## src/rtl/alu_pkg.sv

```systemverilog
// Shared definitions for the ALU operand path: default widths, immediate
// extension encodings and the operand-pipe occupancy states.
package alu_pkg;

    localparam int unsigned ALU_WIDTH = 32;
    localparam int unsigned ALU_IMMW  = 16;

    typedef enum logic [1:0] {
        EXT_ZERO = 2'b00,
        EXT_SIGN = 2'b01,
        EXT_HIGH = 2'b10,
        EXT_ILL  = 2'b11
    } ext_mode_e;

    typedef enum logic [1:0] {
        ST_EMPTY = 2'b00,
        ST_ONE   = 2'b01,
        ST_TWO   = 2'b10
    } occ_state_e;

endpackage

```

## src/rtl/alu_operand_pipe_imm_extend.sv

```systemverilog
// Combinational immediate extender: zero, sign or shift-high placement of a
// raw IMMW-bit field into a WIDTH-bit operand, flagging the reserved mode.
module imm_extend
    import alu_pkg::*;
#(
    parameter int unsigned WIDTH = ALU_WIDTH,
    parameter int unsigned IMMW  = ALU_IMMW
) (
    input  logic [IMMW-1:0]  imm,
    input  logic [1:0]       ext_mode,
    output logic [WIDTH-1:0] ext_data,
    output logic             ext_illegal
);

    always_comb begin
        ext_data    = '0;
        ext_illegal = 1'b0;
        case (ext_mode_e'(ext_mode))
            EXT_ZERO: ext_data = {{(WIDTH-IMMW){1'b0}}, imm};
            EXT_SIGN: ext_data = {{(WIDTH-IMMW){imm[IMMW-1]}}, imm};
            EXT_HIGH: ext_data = {imm, {(WIDTH-IMMW){1'b0}}};
            default:  ext_illegal = 1'b1;
        endcase
    end

endmodule

```

## src/rtl/alu_operand_pipe.sv

```systemverilog
// ALU second-operand selector: picks a source or extended immediate and
// delivers it through a 2-entry (OUT + SKID) valid/ready pipeline stage.
module alu_operand_pipe
    import alu_pkg::*;
#(
    parameter int unsigned WIDTH = ALU_WIDTH,
    parameter int unsigned NSRC  = 3,
    parameter int unsigned IMMW  = ALU_IMMW,
    parameter int unsigned SELW  = 2
) (
    input  logic                  clk,
    input  logic                  rst,
    input  logic                  in_valid,
    output logic                  in_ready,
    input  logic [SELW-1:0]       sel,
    input  logic [NSRC*WIDTH-1:0] src_data,
    input  logic [IMMW-1:0]       imm,
    input  logic [1:0]            ext_mode,
    output logic                  out_valid,
    input  logic                  out_ready,
    output logic [WIDTH-1:0]      out_data,
    output logic                  out_err
);

    occ_state_e       state_q, state_d;
    logic             ready_d;
    logic             in_xfer, out_xfer;
    logic             load_out_new, load_out_skid, load_skid;
    logic [WIDTH-1:0] ext_data, new_data, skid_data;
    logic             ext_illegal, new_err, skid_err;

    imm_extend #(
        .WIDTH (WIDTH),
        .IMMW  (IMMW)
    ) u_imm_extend (
        .imm         (imm),
        .ext_mode    (ext_mode),
        .ext_data    (ext_data),
        .ext_illegal (ext_illegal)
    );

    // Illegal requests still occupy a slot; they carry zero data and err=1.
    always_comb begin
        new_data = '0;
        new_err  = 1'b0;
        if (sel == SELW'(NSRC)) begin
            new_err  = ext_illegal;
            new_data = ext_illegal ? '0 : ext_data;
        end else if (sel > SELW'(NSRC)) begin
            new_err = 1'b1;
        end else begin
            for (int unsigned k = 0; k < NSRC; k++) begin
                if (sel == SELW'(k)) new_data = src_data[k*WIDTH +: WIDTH];
            end
        end
    end

    assign in_xfer  = in_valid && in_ready;
    assign out_xfer = out_valid && out_ready;

    // in_ready is registered from the next state so out_ready never reaches it combinationally.
    always_ff @(posedge clk) begin
        if (rst) begin
            state_q  <= ST_EMPTY;
            in_ready <= 1'b0;
        end else begin
            state_q  <= state_d;
            in_ready <= ready_d;
        end
    end

    always_comb begin
        state_d       = state_q;
        load_out_new  = 1'b0;
        load_out_skid = 1'b0;
        load_skid     = 1'b0;
        case (state_q)
            ST_EMPTY: begin
                if (in_xfer) begin
                    state_d      = ST_ONE;
                    load_out_new = 1'b1;
                end
            end
            ST_ONE: begin
                if (in_xfer && out_xfer) begin
                    load_out_new = 1'b1;
                end else if (in_xfer) begin
                    state_d   = ST_TWO;
                    load_skid = 1'b1;
                end else if (out_xfer) begin
                    state_d = ST_EMPTY;
                end
            end
            ST_TWO: begin
                if (out_xfer) begin
                    state_d       = ST_ONE;
                    load_out_skid = 1'b1;
                end
            end
            default: state_d = ST_EMPTY;
        endcase
    end

    always_comb begin
        out_valid = (state_q != ST_EMPTY);
        ready_d   = (state_d != ST_TWO);
    end

    always_ff @(posedge clk) begin
        if (rst) begin
            out_data  <= '0;
            out_err   <= 1'b0;
            skid_data <= '0;
            skid_err  <= 1'b0;
        end else begin
            if (load_out_new) begin
                out_data <= new_data;
                out_err  <= new_err;
            end else if (load_out_skid) begin
                out_data <= skid_data;
                out_err  <= skid_err;
            end
            if (load_skid) begin
                skid_data <= new_data;
                skid_err  <= new_err;
            end
        end
    end

endmodule

```

## config.mk

```make
export PLATFORM = sky130hd
export DESIGN_NAME = alu_operand_pipe
export DESIGN_NICKNAME = d
export VERILOG_FILES = /design/src/rtl/alu_pkg.sv /design/src/rtl/alu_operand_pipe_imm_extend.sv /design/src/rtl/alu_operand_pipe.sv
export SDC_FILE = /design/constraint.sdc
export NUM_CORES = 1
export LEC_CHECK = 0
export BUFFER_PORTS_ARGS = -buffer_cell sky130_fd_sc_hd__buf_2
export CORE_ASPECT_RATIO = 0.5
export CORE_MARGIN = 2
export CORE_UTILIZATION = 52
export DETAILED_ROUTE_END_ITERATION = 8
export PLACE_DENSITY = 0.9
export SYNTH_ARGS = -nofsm -noshare
export SYNTH_HDL_FRONTEND = slang
export SYNTH_HIERARCHICAL = 1
export SYNTH_SLANG_ARGS = --single-unit
```

## constraint.sdc

```tcl
create_clock -name clk -period 5.8 [get_ports clk]
set_input_delay 0.87 -clock clk [delete_from_list [all_inputs] [get_ports clk]]
set_output_delay 0.87 -clock clk [all_outputs]
set_load 0.01 [all_outputs]
```

==> results of run 1 <==
-- synthesized netlist by cell type, drive strengths merged --
library cell and count:
dfxtp 69, nor2b 45, and2 33, a221o 32, a22o 32, mux4 32
buf 18, clkbuf 17, a21o 15, and2b 8, nand2 4, nor2 4
a21oi 2, mux2i 2, nand2b 2, nor4 2, o21ai 2, a221oi 1
a2bb2oi 1, a311oi 1, and3b 1, inv 1, nand3 1, nand4 1
nor3 1, nor3b 1, o21a 1, or2 1, or3 1
-- state kept, by name, summed over array words and instances, names as in the netlist --
register	flops
in_ready	1
out_err	1
skid_err	1
skid_data	32
out_data	32
state_q	2
-- worst paths after layout --
path | start | to | slack (ns) | cells past startpoint
setup reg to reg | state_q[0]$_SDFF_PP0_ | out_data[24]$_SDFFE_PP0P_ | 3.54 | 5
hold / removal | skid_data[22]$_SDFFE_PP0P_ | out_data[22]$_SDFFE_PP0P_ | 0.48 | 1
setup / recovery | ext_mode[1] | out_data[17]$_SDFFE_PP0P_ | 2.82 | 6
hold reg to reg | skid_data[22]$_SDFFE_PP0P_ | out_data[22]$_SDFFE_PP0P_ | 0.48 | 1
-- where the power goes --
group / internal (mW) / switching [mW] / leakage [nW]
clock: 0.330 / 0.203 / 0.138
sequential: 0.491 / 0.0100 / 0.560
combinational: 0.108 / 0.0958 / 1.56
total: 0.928 / 0.309 / 2.26
-- stage by stage --
stage | total power, mW | hold WS (ns) | instance area [µm²] | cells
2_1_floorplan | 0.633 | 0.450 | 3770 | 331
3_3_place_gp | 0.708 | 0.461 | 4520 | 547
3_5_place_dp | 0.711 | 0.465 | 4520 | 547
4_1_cts | 1.24 | 0.478 | 4810 | 562
5_1_grt | 1.28 | 0.494 | 4810 | 562
6_report | 1.24 | 0.477 | 4810 | 562
-- cells by family after synthesis --
| logic type | synth area share |
|---|---|
| flops | 0.366 |
| compound gates | 0.205 |
| mux | 0.196 |
| buf+inv | 0.0557 |
| simple gates | 0.176 |
-- layer usage --
metal / track usage / part of all wire
met5: 0 / 0
met4: 0.0955 / 0.018
met1: 0.359 / 0.43
met3: 0.0578 / 0.056
met2: 0.449 / 0.49
-- layout make-up --
type | instances | area share
inverters | 1 | 0.000781
clock buffers | 9 | 0.0468
clock inverters | 6 | 0.0133
multi-input cells | 226 | 0.460
well taps | 92 | 0.0239
repair buffers | 159 | 0.168
flip-flops and latches | 69 | 0.287
==> results_dict.tcl, run 1 <==
set metrics [dict create \
    grt_pass1_wl_um 16900 \
    slew_violations 0 \
    path_cells "buf_2, and2_1, nor2b_1, mux4_2, and2_1, a221o_1" \
    grt_usage 0.272 \
    finalCritPeriodShare 0.514 \
    initial_core_util 0.550 \
    num-nets-final 586 \
    final_core_util 0.701 \
    crit_path_max_incr_delay_ns 0.95 \
    synthDominantCellAreaShare 0.366 \
    finalSetupViolations 0 \
    fin_crit_ns 2.98 \
    cp.required_ns 6.01 \
    synth_seq_cells 69 \
    synth_top_area_cell "dfxtp_1" \
    cts.htree.levels 3 \
    first_iter_violations 313 \
    ant_nets 0 \
    regArea_um2 1380 \
    io_pins 155 \
    port_buffers 154 \
    mostFrequentLayoutCell "buf_2" \
    max-vdd-ir-drop_v 0.000151 \
    rows 21 \
    grt_max_degree 35 \
    clock.fmax_ghz 0.336 \
    status "finished, final reports clean" \
    die_w_um 124 \
    wirelength_um 10800 \
    timing.slew.headroom 0.233 \
    skew_ns 0.00415 \
    drc 0 \
    min_path_type "reg2reg" \
    grt_pass1_vias 3265 \
    clockBufferDepth 2 \
    cts_root_buf "clkbuf_16" \
    cts_hold_buf 0 \
    gp_congestion 0.964 \
    rsz0062_at_grt "false" \
    antenna_found_initial 0 \
    cp.buffers_inverters 1 \
    cap_violations 0 \
    drive_gt1_frac 0.464 \
    multi_input_area_um2 2210 \
    place_hpwl_um 7820 \
    cts_resized 0 \
    dpl_worst_slack_ns 2.51 \
    cpMostUsedCell "and2_1" \
    avgSynthCellArea_um2 11.4 \
    ys_types 37 \
    power.density_nw_per_um2 257 \
    cts_buffers 9 \
    clk_latency_ns 0.32 \
    crit_fanout 34 \
    dieArea_um2 7990 \
    clk_pin_slew_ns 0.06 \
    cts_tree "built" \
    max_slew.worst_pin.slew_ns 1.15 \
    synth.area.top_cells "dfxtp_1 37%, mux4_2 19%, a221o_1 8.5%" \
    ys_seq_area_frac 0.366 \
    syn_nets 451 \
    fin_setup_tns_ns 0 \
    power_leakage_nw 2.26 \
    wl_per_cell_um 19.2 \
    yosysWarnings 6 \
    mostFrequentLayoutCells "154 x buf_2, 69 x dfxtp_1, 44 x nor2b_1" \
    fillCellCount 489 \
    core_um2 6860 \
    cp-end-kind "flop" \
    cp.arrival_ns 3.19 \
    cts_setup_buffers 0 \
    cp_slowest_cell "and2_1" \
    synthesis.area_um2 3770 \
    dr.pass1.iters 5 \
    gr-total-overflow 0 \
    n_antenna_cell 0 \
    setup_ws_ns 2.82 \
    area_delta_synth_final_pct 27.5 \
    syn_inst 331 \
    hold_violations 0 \
    worstSetupStartpointType "input port" \
    critical-path-top-delay-family "simple AND/OR/NAND/NOR gates" \
    die_h_um 64.2 \
    viasPerCell 5.99 \
    crit_type "in2reg" \
    cts.sinks 69 \
    dr_total_vias 3368 \
]
Power figures use the tool's default switching activity.
==> inputs of run 2 (changes only) <==
--- a/config.mk
+++ b/config.mk
@@ -8,9 +8,9 @@
 export BUFFER_PORTS_ARGS = -buffer_cell sky130_fd_sc_hd__buf_2
 export CORE_ASPECT_RATIO = 0.5
 export CORE_MARGIN = 2
-export CORE_UTILIZATION = 52
+export CORE_UTILIZATION = 49
 export DETAILED_ROUTE_END_ITERATION = 8
-export PLACE_DENSITY = 0.9
+export PLACE_DENSITY = 0.86
 export SYNTH_ARGS = -nofsm -noshare
 export SYNTH_HDL_FRONTEND = slang
 export SYNTH_HIERARCHICAL = 1
==> constraint.sdc (replaced) <==
create_clock -name clk -period 3.05 [get_ports clk]
set_input_delay 0.4575 -clock clk [delete_from_list [all_inputs] [get_ports clk]]
set_output_delay 0.4575 -clock clk [all_outputs]
set_load 0.01 [all_outputs]
==> run 2 against run 1 <==
Effect of this change: utilization is 3.9 points lower; final cell count is 1.4% higher; via count is 0.71% higher; sequential power is 90% higher; highest routed layer unchanged; power is 100% higher; non-clock buffer count is 3 higher; register-to-register slack worse by 2.5 ns; cell area is 2.0% higher; largest power group unchanged.
==> results_dict.tcl, run 2 (same netlist as run 1, synthesis figures left out) <==
set metrics [dict create \
    dr.pass1.iters 4 \
    grt_pass1_wl_um 17500 \
    initial_core_util 0.509 \
    cts_root_buf "clkbuf_16" \
    critPathCapture "out_data[22]$_SDFFE_PP0P_" \
    reg_top3 "out_data (32), skid_data (32), state_q (2)" \
    finalSetupViolations 0 \
    fillCellCount 548 \
    place_area_um2 4570 \
    dieArea_um2 8460 \
    cts_resized 0 \
    rsz0062_at_grt "false" \
    place_hpwl_um 7970 \
    cp_slowest_cell "nor2b_1" \
    hold_violations 0 \
    clock.fmax_ghz 0.439 \
    area_delta_synth_final_pct 30.1 \
    worstSetupStartpointType "input port" \
    viasPerCell 5.95 \
    crit_fanout 20 \
    gr-total-overflow 0 \
    n_antenna_cell 0 \
    cp-end-kind "flop" \
    cts_tree "built" \
    crit_start "ext_mode[1]" \
    antenna_found_initial 0 \
    fin_crit_ns 2.28 \
    ant_nets 0 \
    finalCritPeriodShare 0.747 \
    grt_pass1_vias 3366 \
    clk_pin_slew_ns 0.05 \
    timing.slew.headroom 0.276 \
    clockBufferDepth 2 \
    port_buffers 154 \
    core_um2 7400 \
    final_cell_area_um2 4900 \
    slew_violations 0 \
    final_core_util 0.662 \
    max-vdd-ir-drop_v 0.000280 \
    total_power_mw 2.50 \
    rows 22 \
    grt_usage 0.274 \
    cts_hold_buf 0 \
    gp_congestion 0.893 \
    regToRegEndpoint "skid_data[7]$_SDFFE_PP0P_" \
    die_h_um 66.0 \
    multi_input_area_um2 2210 \
    dr_total_vias 3392 \
    die_w_um 128 \
    ff2ff_path_depth 4 \
    drive_gt1_frac 0.468 \
    crit_path_max_incr_delay_ns 0.90 \
    max_slew.worst_pin.slew_ns 1.08 \
    crit_type "in2reg" \
    io_pins 155 \
    cap_violations 0 \
    cts_setup_buffers 0 \
    cts.htree.levels 3 \
    first_iter_violations 303 \
    cts.sinks 69 \
    fin_setup_tns_ns 0 \
    clk_latency_ns 0.33 \
    power_leakage_nw 2.30 \
    wl_per_cell_um 19.8 \
    regArea_um2 1380 \
    rrSetupSlack_ns 1.03 \
    cp.required_ns 3.32 \
    mostFrequentLayoutCells "154 x buf_2, 69 x dfxtp_1, 44 x nor2b_1" \
    drc 0 \
    cp.arrival_ns 2.54 \
    mostFrequentLayoutCell "buf_2" \
    cts_buffers 9 \
    rr_startpoint "state_q[1]$_SDFF_PP0_" \
    cpMostUsedCell "nor2b_1" \
    num-nets-final 589 \
    wirelength_um 11300 \
    grt_max_degree 35 \
    min_path_type "reg2reg" \
    path_cells "buf_2, nor2b_1, a21o_1, nor2b_1, mux4_2, and2_1, a221o_1" \
    skew_ns 0.00556 \
    status "finished, final reports clean" \
    power.density_nw_per_um2 509 \
]
[run 2: cell types whose count changed in the layout (fill, tap and decap cells not counted), sizes merged]
cell | before | now
bufinv | 1 | 2
clkbuf | 9 | 10
clkinvlp | 2 | 1
clkinv | 2 | 1
buf | 159 | 162
inv | 2 | 3
[run 2: power breakdown]
part	total, mW	internal [mW]	switching [mW]	leakage (nW)
logic	0.392	0.210	0.182	1.58
clock network	1.15	0.745	0.406	0.160
registers	0.954	0.933	0.0208	0.560
total	2.50	1.89	0.609	2.30
[run 2: how the worst min path moves through the flow]
stage                               startpoint                        end  slack [ns]  depth (start not counted)
floorplan                skid_err$_SDFFE_PP0P_      skid_err$_SDFFE_PP0P_        0.45                          2
global placement    skid_data[31]$_SDFFE_PP0P_  out_data[31]$_SDFFE_PP0P_        0.46                          1
detailed placement       skid_err$_SDFFE_PP0P_      skid_err$_SDFFE_PP0P_        0.46                          2
CTS                      skid_err$_SDFFE_PP0P_      skid_err$_SDFFE_PP0P_        0.47                          2
global route                               rst      state_q[0]$_SDFF_PP0_        0.49                          2
finish                   skid_err$_SDFFE_PP0P_      skid_err$_SDFFE_PP0P_        0.47                          2
[run 2: critical path, delay by kind of cell]
family | cells | cell delay, ns
buffers and inverters | 1 | 0.27
AO/OA/AOI/OAI | 2 | 0.34
multiplexers | 1 | 0.27
AND/OR/NAND/NOR | 3 | 1.19
[run 2: routing by layer]
metal	vias up	part of all wire	GRT usage
met1	1659	0.41	0.351
met4	0	0.022	0.0948
met3	24	0.078	0.0663
li1	1548	-	-
met5	-	0	0
met2	161	0.49	0.459
[run 2: cell type report]
class / count / area share
clock inverter: 6 / 0.0191
inverter: 1 / 0.000765
tap: 96 / 0.0245
multi-input combinational: 226 / 0.451
sequential: 69 / 0.282
timing repair buffer: 162 / 0.174
clock buffer: 10 / 0.0487
[run 2: metrics by stage]
step	hold WS, ns	setup WS [ns]	cells
floorplan	0.450	0.732	331
CTS	0.474	0.832	570
detailed placement	0.464	0.518	554
finish	0.475	0.772	570
global route	0.488	0.621	570
global placement	0.459	0.599	554
